### src/rtl/spi_slave_core.sv
// spi_slave_core: SPI slave on the MMIO slot bus; oversamples SCLK/MOSI/SS_N in the clk domain,
// shifts bytes MSB-first in all four CPOL/CPHA modes, with rx/tx slot registers and overrun detection.
// Ports:
//   clk, reset              system clock, asynchronous active-high reset
//   cs, read, write, addr   slot select/strobes; only addr[1:0] decoded (01 tx_hold, 11 config, 00 read-clear)
//   wr_data, rd_data        write data; status word {16'b0, ie_tx, ie_rx, cpha, cpol, busy, ovr, tx_empty, rx_valid, rx_data}
//   spi_sclk, spi_mosi      external master clock and data, asynchronous to clk
//   spi_ss_n                active-low slave select
//   spi_miso                slave data out, 0 while deselected
//   irq                     level interrupt, present only when SPI_SLV_IRQ_EN is defined
module spi_slave_core #(
    parameter int SYNC_STAGES = 2
) (
    input  logic        clk,
    input  logic        reset,
    input  logic        cs,
    input  logic        read,
    input  logic        write,
    input  logic [4:0]  addr,
    input  logic [31:0] wr_data,
    output logic [31:0] rd_data,
    input  logic        spi_sclk,
    input  logic        spi_mosi,
    output logic        spi_miso,
    input  logic        spi_ss_n
`ifdef SPI_SLV_IRQ_EN
    ,
    output logic        irq
`endif
);
    typedef enum logic {IDLE, ACTIVE} state_t;
    state_t state, state_next;
    logic [SYNC_STAGES-1:0] sclk_sync, mosi_sync, ss_sync;
    logic sclk_s, mosi_s, ss_n_s, sclk_d;
    logic cpol, cpha, ie_rx, ie_tx;
    logic [7:0] tx_hold, tx_sh, rx_sh, rx_data;
    logic [2:0] bit_cnt;
    logic tx_empty, rx_valid, ovr, busy;
    logic m, m_d, start, stop, sample, shift, done;
    logic tx_wr, cfg_wr, rd_clr, load;
    logic unused;

    assign unused = ^{wr_data[31:8], wr_data[3:2], addr[4:2]};
    assign tx_wr  = cs & write & (addr[1:0] == 2'b01);
    assign cfg_wr = cs & write & (addr[1:0] == 2'b11);
    assign rd_clr = cs & read & (addr[1:0] == 2'b00);

    // ss_n synchronizer resets to deselected so reset release never fakes a select edge
    always_ff @(posedge clk or posedge reset)
        if (reset) begin
            sclk_sync <= '0;
            mosi_sync <= '0;
            ss_sync   <= '1;
            sclk_d    <= 1'b0;
        end else begin
            sclk_sync <= {sclk_sync[SYNC_STAGES-2:0], spi_sclk};
            mosi_sync <= {mosi_sync[SYNC_STAGES-2:0], spi_mosi};
            ss_sync   <= {ss_sync[SYNC_STAGES-2:0], spi_ss_n};
            sclk_d    <= sclk_s;
        end

    assign sclk_s = sclk_sync[SYNC_STAGES-1];
    assign mosi_s = mosi_sync[SYNC_STAGES-1];
    assign ss_n_s = ss_sync[SYNC_STAGES-1];
    // folding cpol/cpha into the clock makes rising m the sample edge in every mode
    assign m      = sclk_s ^ cpol ^ cpha;
    assign m_d    = sclk_d ^ cpol ^ cpha;
    assign busy   = (state == ACTIVE);

    always_comb begin
        state_next = state;
        start      = 1'b0;
        stop       = 1'b0;
        sample     = 1'b0;
        shift      = 1'b0;
        if (state == IDLE) begin
            if (!ss_n_s) begin
                state_next = ACTIVE;
                start      = 1'b1;
            end
        end else if (ss_n_s) begin
            state_next = IDLE;
            stop       = 1'b1;
        end else begin
            sample = m & ~m_d;
            // the leading shift edge of a byte is suppressed so CPHA=1 keeps the MSB on the wire
            shift  = ~m & m_d & (bit_cnt != 3'd0);
        end
    end

    assign done = sample & (bit_cnt == 3'd7);
    assign load = start | done;

    always_ff @(posedge clk or posedge reset)
        if (reset) begin
            state    <= IDLE;
            tx_hold  <= 8'h00;
            tx_sh    <= 8'hFF;
            rx_sh    <= 8'h00;
            rx_data  <= 8'h00;
            bit_cnt  <= 3'd0;
            tx_empty <= 1'b1;
            rx_valid <= 1'b0;
            ovr      <= 1'b0;
            cpol     <= 1'b0;
            cpha     <= 1'b0;
        end else begin
            state <= state_next;
            if (tx_wr)
                tx_hold <= wr_data[7:0];
            if (cfg_wr) begin
                cpol <= wr_data[0];
                cpha <= wr_data[1];
            end
            // a load sees the pre-write tx_hold; a same-cycle CPU write still leaves tx_empty clear
            if (load)
                tx_sh <= tx_empty ? 8'hFF : tx_hold;
            else if (shift)
                tx_sh <= {tx_sh[6:0], 1'b0};
            tx_empty <= tx_wr ? 1'b0 : load ? 1'b1 : tx_empty;
            if (start || stop)
                bit_cnt <= 3'd0;
            else if (sample)
                bit_cnt <= bit_cnt + 3'd1;
            if (sample)
                rx_sh <= {rx_sh[6:0], mosi_s};
            if (done)
                rx_data <= {rx_sh[6:0], mosi_s};
            // completion wins over a same-cycle read-clear and then does not flag overrun
            rx_valid <= done ? 1'b1 : rd_clr ? 1'b0 : rx_valid;
            ovr      <= (done && rx_valid && !rd_clr) ? 1'b1 : rd_clr ? 1'b0 : ovr;
        end

`ifdef SPI_SLV_IRQ_EN
    always_ff @(posedge clk or posedge reset)
        if (reset) begin
            ie_rx <= 1'b0;
            ie_tx <= 1'b0;
            irq   <= 1'b0;
        end else begin
            if (cfg_wr) begin
                ie_rx <= wr_data[2];
                ie_tx <= wr_data[3];
            end
            irq <= (rx_valid & ie_rx) | (tx_empty & ie_tx & busy) | ovr;
        end
`else
    assign ie_rx = 1'b0;
    assign ie_tx = 1'b0;
`endif

    assign rd_data  = {16'b0, ie_tx, ie_rx, cpha, cpol, busy, ovr, tx_empty, rx_valid, rx_data};
    assign spi_miso = busy & tx_sh[7];
endmodule

### config.mk
export PLATFORM = sky130hd
export DESIGN_NAME = spi_slave_core
export DESIGN_NICKNAME = d
export VERILOG_FILES = /design/src/rtl/spi_slave_core.sv
export SDC_FILE = /design/constraint.sdc
export NUM_CORES = 1
export LEC_CHECK = 0
export BUFFER_PORTS_ARGS = -buffer_cell sky130_fd_sc_hd__buf_4
export CORE_MARGIN = 2
export CORE_UTILIZATION = 25
export CTS_BUF_LIST = sky130_fd_sc_hd__clkbuf_8 sky130_fd_sc_hd__clkbuf_16
export CTS_CLUSTER_SIZE = 20
export DETAILED_ROUTE_END_ITERATION = 6
export PLACE_DENSITY = 0.43
export REMOVE_ABC_BUFFERS = 1
export SLEW_MARGIN = 40
export SYNTH_ARGS = -nofsm -noshare
export SYNTH_HDL_FRONTEND = slang
export SYNTH_SLANG_ARGS = --single-unit
### constraint.sdc
create_clock -name clk -period 2.88 [get_ports clk]
set_input_delay 0.288 -clock clk [delete_from_list [all_inputs] [get_ports clk]]
set_output_delay 0.288 -clock clk [all_outputs]
set_load 0.02 [all_outputs]
### After elaboration in Yosys (flattened, before gate mapping)

Index checks and enable logic that the tools add are counted.

* input bits: 45
* output and inout port bits: 33
* register bits after elaboration: 47
* word-level logic and storage cells: 65

* $add $sub $neg: 1
* mux-type cells: 18
* bitwise logic cells: 17
* reduce and logical (&&, ||, !) cells: 11
* eq/ne operators: 3

Operators by type and width (number)
* $mux W8: 3
* $mux W1: 13
* $and A1 B1 Y1: 10
* $reduce_bool A2 Y1: 5
* $mux W3: 2
* $xor A1 B1 Y1: 4
* $add A3 B1 Y3 const B: 1
* $eq A3 B3 Y1 const B: 1
* $reduce_bool A3 Y1: 1
* $eq A2 B1 Y1 const B: 1
* $eq A2 B2 Y1 const B: 1
* $logic_and A1 B1 Y1: 2
* $logic_not A2 Y1: 1
* $not A1 Y1: 2
* $logic_not A1 Y1: 1
* $logic_or A1 B1 Y1: 1
* $or A1 B1 Y1: 1

### Logic depth before layout (Yosys ltp)

Gate-level depths: netlist (run 1).

* depth in word-level cells: 10
* gate-level depth with buffers: 7
* mapped depth without buffers: 7

### Least setup slack after synthesis (run 1)

No wires, ideal clock.

* kind: reg-to-reg
* start point: reg ss_sync[1]
* end point: reg rx_sh[0]
* path slack: 1.257 ns
* cell stages (with the launch flop): 5
* data required time: 2.755 ns
* buffers on the path: 1
* period minus slack after synthesis: 1.623 ns
* data arrival time: 1.498 ns
* library setup time: 0.125 ns
* cells stage by stage: dfstp_2 -> and4bb_2 -> mux2i_2 -> buf_6 -> mux2_2

* word-level cells in the longest chain between the ends: 2

Ends and longest elaborated chain
* start, declared: line 33 `logic [SYNC_STAGES-1:0] sclk_sync, mosi_sync, ss_sync;`
* start signal, assigned: line 58 `ss_sync <= {ss_sync[SYNC_STAGES-2:0], spi_ss_n};`
* $mux W1: line 81 `end else if (ss_n_s) begin`
* $mux W1: line 76 `if (state == IDLE) begin`
* end signal, assigned: line 126 `rx_sh <= {rx_sh[6:0], mosi_s};`
* end, declared: line 36 `logic [7:0] tx_hold, tx_sh, rx_sh, rx_data;`

No other way between the ends.
A chain may end at the register's enable or synchronous reset.

### Worst setup path after layout (run 1)

* start point: reg cpha
* end point: reg rx_valid

* word-level cells in the longest chain between the ends: 7
* elaborated cells on any way between the ends: 9
* those cells by class: mux: 3; bitwise: 5; reduce/logical: 1

Ends and longest elaborated chain
* start, declared: line 35 `logic cpol, cpha, ie_rx, ie_tx;`
* start signal, assigned: line 113 `cpha <= wr_data[1];`
* $xor A1 B1 Y1: line 67 `assign m_d = sclk_d ^ cpol ^ cpha;`
* $not A1 Y1: line 85 `sample = m & ~m_d;`
* $and A1 B1 Y1 (*): line 85
* $mux W1 (*): line 81
* $mux W1 (*): line 76
* $and A1 B1 Y1 (*): line 91 `assign done = sample & (bit_cnt == 3'd7);`
* $mux W1 / $reduce_bool A2 Y1 (equally long branches)
* end signal, assigned: line 130 `rx_valid <= done ? 1'b1 : rd_clr ? 1'b0 : rx_valid;`
* end, declared: line 38 `logic tx_empty, rx_valid, ovr, busy;`

Every way passes the cells marked *; elsewhere a longest branch is shown, timed or not.

==> impl_metrics.env, run 1 <==
export IMPL_cts_buffers=5
export IMPL_initial_core_util=0.254
export IMPL_final_max_slew_viol_count=0
export IMPL_ant_nets=0
export IMPL_overflow=0
export IMPL_drc=0
export IMPL_post_cts_setup_buffers=0
export IMPL_core_mm2=0.00864
export IMPL_ctsResizeCount=0
export IMPL_yosys_area_top_type="dfrtp_1"
export IMPL_vias=1259
export IMPL_drive_above_1_share=0.355
export IMPL_power_density_mw_per_mm2=612
export IMPL_synth_cell_area_mm2=0.00220
export IMPL_tns_ns=0
export IMPL_ys_types=30
export IMPL_syn2layout_area_growth_pct=16.3
export IMPL_cp_start_kind="register"
export IMPL_grt_pass1_wl_um=6090
export IMPL_rows=34
export IMPL_routed_wl_um=3560
export IMPL_grt_max_degree=32
export IMPL_register_area_mm2=0.00119
export IMPL_yosysMostFrequentCell="dfrtp_1"
export IMPL_die_area_mm2=0.00955
export IMPL_ys_ff_latch=47
export IMPL_critical_path_class="reg -> reg"
export IMPL_grt_setup_unrepaired="no"
export IMPL_place_area_mm2=0.00244
export IMPL_clock_skew_ns=0.00485
export IMPL_ys_warn_count=0
export IMPL_die_h_um=97.7
export IMPL_max_cap_violations=0
export IMPL_wire_per_inst_um=11.1
export IMPL_period_needed_ns=1.79
export IMPL_clk_pin_slew_ns=0.08
export IMPL_cts_tree="yes"
export IMPL_via_per_inst=3.95
export IMPL_hp_class="in -> reg"
export IMPL_io_pins=78
export IMPL_slew_headroom=0.563
export IMPL_fillers=920
export IMPL_status="finished clean"
export IMPL_die_w_um=97.7
export IMPL_ctsHtreeMaxLevel=2
export IMPL_gp_congestion=0.690
export IMPL_ys_top_cells_by_count="dfrtp_1 (36), buf_4 (24), nand2_1 (24)"
export IMPL_stdcell_area_mm2=0.00256
export IMPL_clock_latency_ns=0.29
export IMPL_portBuffers=32
export IMPL_synth_seq_area_share=0.542
export IMPL_cts_sinks=47
export IMPL_cts_hold_buf=1
export IMPL_setup_viol=0
export IMPL_layout_nets=259
export IMPL_arrival_ns=1.95
export IMPL_grt_pass1_vias=1250
export IMPL_netlist_top_cells_area="dfrtp_1 (41%), dfstp_2 (13%), buf_4 (8.2%)"
export IMPL_hold_viol=0
export IMPL_worstPathRequired_ns=3.03
export IMPL_synth_edff_count=0
export IMPL_first_pass_iters=4
export IMPL_ys_flop_type="dfrtp_1"
export IMPL_peakVddDrop_mv=0.204
export IMPL_clockRootBuffer="clkbuf_8"
export IMPL_syn_inst=179
export IMPL_num_antenna_cells=0
export IMPL_synthArstFlopShare=1.00
export IMPL_finalCritPeriodShare=0.623
export IMPL_path_max_fanout=12
export IMPL_dp_hpwl_um=2520
export IMPL_multi_input_area_um2=830
export IMPL_p_leak_nw=1.28
export IMPL_fmax_mhz=558
export IMPL_syn_avg_cell_area_um2=12.3
export IMPL_synth_top_cell_area_share=0.410
export IMPL_cts_max_path_buffers=2
export IMPL_antenna_found_initial=0
export IMPL_grt_usage=0.0806
export IMPL_drt_iter0_drc=38
export IMPL_tightest_slew_ns=0.647
export IMPL_cp_end_kind="register"
==> placed cells by master, fill, tap and decap left out <==
master	instances
inv_2	1
mux2i_2	2
conb_1	18
o21ai_0	2
a21oi_1	1
mux2_1	1
inv_1	9
ha_1	4
dfrtp_1	36
clkbuf_8	5
dlygate4sd3_1	1
nand4b_1	1
nand2_1	24
xnor2_1	1
o211ai_1	1
dfstp_2	11
nor2_8	2
mux2i_1	17
nand4_1	1
bufinv_16	1
and2_1	2
nor2_4	1
o31a_1	1
xnor2_2	1
and4bb_2	1
nor2_1	9
mux2_2	16
buf_4	34
nor4bb_1	2
or2_1	1
nor2b_1	4
==> where the power goes <==
| part | internal [mW] | switching [mW] |
|---|---|---|
| Clock | 0.253 | 0.213 |
| Sequential | 0.777 | 0.0651 |
| Combinational | 0.136 | 0.119 |
| Total | 1.17 | 0.397 |
==> worst paths after layout <==
path | cells after the start | from | end | slack, ns
worst max-delay path | 5 | cpha$_DFFE_PP0P_ | rx_valid$_DFFE_PP0P_ | 1.09
worst min-delay path | 1 | spi_ss_n | ss_sync[0]$_DFF_PP1_ | 0.1
worst max register to register | 5 | cpha$_DFFE_PP0P_ | rx_valid$_DFFE_PP0P_ | 1.09
worst min register to register | 0 | mosi_sync[0]$_DFF_PP0_ | mosi_sync[1]$_DFF_PP0_ | 0.35
max in group asynchronous | 4 | reset | tx_sh[7]$_DFFE_PP1P_ | 1.59
min in group asynchronous | 3 | reset | tx_hold[4]$_DFFE_PP0P_ | 0.53
==> through the flow <==
step	total power [mW]	setup WS (ns)	instances	utilization	hold slack, ns
global route	1.67	0.910	319	0.296	0.0698
CTS	1.60	1.03	319	0.296	0.0790
detailed placement	1.12	1.06	310	0.283	0.303
floorplan	1.03	0.889	168	-	0.292
finish	1.56	1.09	319	0.296	0.0962
global placement	1.11	1.06	310	0.283	0.304
==> flip-flops by register name, indices dropped and copies added (netlist names) <==
signal and flops:
bit_cnt 3, busy 1, cpha 1, cpol 1, mosi_sync 2, ovr 1, rx_data 8, rx_sh 7
rx_valid 1, sclk_d 1, sclk_sync 2, ss_sync 2, tx_empty 1, tx_hold 8, tx_sh 8
==> cell families (layout without fill, tap and decap cells) <==
| logic type | Yosys count | count (layout) | share of synthesized area |
|---|---|---|---|
| and+or+nand+nor | 48 | 48 | 0.121 |
| DFF | 47 | 47 | 0.542 |
| muxes | 36 | 36 | 0.177 |
| buffers and inverters | 36 | 51 | 0.110 |
| AOI/OAI and AO/OA | 5 | 5 | 0.0142 |
| adders and majority gates | 4 | 4 | 0.0228 |
| xor gates and xnor gates | 2 | 2 | 0.0114 |
| other | 1 | 18 | 0.00171 |
==> critical path, cell delays in order, from the launching register on <==
cell and delay, ns:
dfrtp_1 0.43, xnor2_2 0.27, mux2i_2 0.23, buf_4 0.24, or2_1 0.34, o21ai_0 0.14
==> area by class of cell <==
class	instances	area share
inverters	8	0.0117
clock buffers	5	0.0269
well taps	108	0.0529
multi-input cells	113	0.325
repair buffers	35	0.104
clock inverters	3	0.0147
flip-flops and latches	47	0.465
==> routing by layer <==
metal | vias to the layer above | track usage | part of all wire
met4 | 0 | 0.0353 | 0.018
met2 | 43 | 0.120 | 0.44
li1 | 608 | - | -
met3 | 5 | 0.0243 | 0.058
met5 | - | 0 | 0
met1 | 603 | 0.109 | 0.49
Note: power is estimated with default switching activity, not from simulation.
==> run 2, diff against run 1 <==
- PLACE_DENSITY: 0.43 -> 0.44
- clock period: 2.88 -> 1.65 ns (I/O delays scaled with it)
==> impl_metrics.env, run 2 (synthesized netlist as in run 1, its figures left out) <==
export IMPL_r2r_setup_slack_ns=-0.03
export IMPL_final_cell_mix="buf_4 (43), dfrtp_1 (36), nand2_1 (24)"
export IMPL_dp_hpwl_um=2570
export IMPL_power_density_mw_per_mm2=1050
export IMPL_worstPathRequired_ns=1.84
export IMPL_cp_start_kind="register"
export IMPL_via_per_inst=3.91
export IMPL_placed_cells=320
export IMPL_critical_path_class="reg -> reg"
export IMPL_status="finished with violations"
export IMPL_die_area_mm2=0.00955
export IMPL_grt_pass1_vias=1329
export IMPL_violations="negative setup slack"
export IMPL_setup_slack_ns=-0.0282
export IMPL_antenna_found_initial=0
export IMPL_cts_sinks=47
export IMPL_syn2layout_area_growth_pct=24.7
export IMPL_hold_path_depth=2
export IMPL_ant_nets=0
export IMPL_cts_max_path_buffers=2
export IMPL_grt_usage=0.0846
export IMPL_overflow=0
export IMPL_vias=1307
export IMPL_r2r_cells=5
export IMPL_cts_buffers=5
export IMPL_initial_core_util=0.254
export IMPL_clock_skew_ns=0.00804
export IMPL_arrival_ns=1.87
export IMPL_place_area_mm2=0.00254
export IMPL_hp_class="in -> reg"
export IMPL_clockRootBuffer="clkbuf_8"
export IMPL_multi_input_area_um2=848
export IMPL_max_cap_violations=0
export IMPL_num_antenna_cells=0
export IMPL_final_max_slew_viol_count=0
export IMPL_final_common_cell="buf_4"
export IMPL_peakVddDrop_mv=0.475
export IMPL_hold_viol=0
export IMPL_routed_wl_um=3670
export IMPL_cts_tree="yes"
export IMPL_p_leak_nw=1.38
export IMPL_core_mm2=0.00864
export IMPL_fillers=869
export IMPL_drt_iter0_drc=65
export IMPL_die_w_um=97.7
export IMPL_fmax_mhz=596
export IMPL_cp_end_kind="register"
export IMPL_clock_latency_ns=0.30
export IMPL_reg_top3="rx_data x8, tx_hold x8, tx_sh x8"
export IMPL_reg2reg_to="rx_sh[4]$_DFFE_PP0P_"
export IMPL_die_h_um=97.7
export IMPL_drc=0
export IMPL_power_total_mw=2.87
export IMPL_first_pass_iters=2
export IMPL_path_max_fanout=4
export IMPL_stdcell_area_mm2=0.00274
export IMPL_layout_nets=274
export IMPL_setup_viol=3
export IMPL_gp_congestion=0.680
export IMPL_worstHoldEndpoint="tx_hold[2]$_DFFE_PP0P_"
export IMPL_grt_pass1_wl_um=6440
export IMPL_portBuffers=32
export IMPL_rows=34
export IMPL_register_area_mm2=0.00119
export IMPL_worstReg2RegStart="ss_sync[1]$_DFF_PP1_"
export IMPL_finalCritPeriodShare=1.02
export IMPL_period_needed_ns=1.68
export IMPL_ctsHtreeMaxLevel=2
export IMPL_drive_above_1_share=0.398
export IMPL_hold_start="wr_data[2]"
export IMPL_fin_cells=334
export IMPL_wire_per_inst_um=11.0
export IMPL_io_pins=78
export IMPL_clk_pin_slew_ns=0.09
export IMPL_grt_max_degree=48
export IMPL_grt_setup_unrepaired="yes"
-- run 2: worst max-delay path, cell delays in order, from the launching register on --
cell and delay, ns:
dfstp_2 0.55, and4bb_2 0.23, mux2i_2 0.20, buf_12 0.15
buf_4 0.12, mux2_2 0.32
-- run 2: metal layers --
layer / share of wire / GRT usage / routed length (um) / vias to the layer above
met4: 0.022 / 0.0385 / 79 / 0
met1: 0.49 / 0.112 / 1800 / 629
met5: 0 / 0 / 0 / -
li1: - / - / - / 632
met2: 0.44 / 0.130 / 1620 / 40
met3: 0.045 / 0.0222 / 166 / 6
-- run 2: timing repair --
action	4_1_cts	5_1_grt
setup endpoints to repair	12	27
hold endpoints to repair	39	0
gates resized for setup	5	0
buffers inserted	2	0
hold buffers	4	0
pin swaps	1	1
-- run 2: area by class of cell --
class / count / share of cell area
sequential: 47 / 0.434
multi-input combinational: 113 / 0.310
clock inverter: 3 / 0.0160
inverter: 8 / 0.0110
timing repair buffer: 50 / 0.154
tap: 108 / 0.0493
clock buffer: 5 / 0.0251
-- run 2: per-stage QoR --
step	setup TNS [ns]	setup WS, ns	utilization	hold slack, ns
floorplan	-7.26	-0.341	-	0.169
detailed placement	-0.214	-0.0313	0.294	0.234
global placement	-0.192	-0.0307	0.294	0.239
finish	-0.0597	-0.0282	0.317	0.0918
global route	-1.37	-0.114	0.317	0.0783
CTS	-0.371	-0.0540	0.317	0.0879
-- run 2: where the power goes --
group | internal (mW) | switching [mW] | total, mW
combinational | 0.322 | 0.223 | 0.545
clock | 0.451 | 0.397 | 0.848
sequential | 1.36 | 0.122 | 1.48
-- run 2: worst max path at each step --
stage	startpoint	to	slack [ns]	cells past startpoint
4_1_cts	ss_sync[1]$_DFF_PP1_	tx_sh[7]$_DFFE_PP1P_	-0.05	6
6_report	ss_sync[1]$_DFF_PP1_	rx_sh[4]$_DFFE_PP0P_	-0.03	5
2_1_floorplan	cpha$_DFFE_PP0P_	tx_sh[0]$_DFFE_PP1P_	-0.34	5
3_3_place_gp	ss_sync[1]$_DFF_PP1_	tx_sh[5]$_DFFE_PP1P_	-0.03	6
5_1_grt	ss_sync[1]$_DFF_PP1_	tx_sh[5]$_DFFE_PP1P_	-0.11	6
3_5_place_dp	ss_sync[1]$_DFF_PP1_	tx_sh[7]$_DFFE_PP1P_	-0.03	6
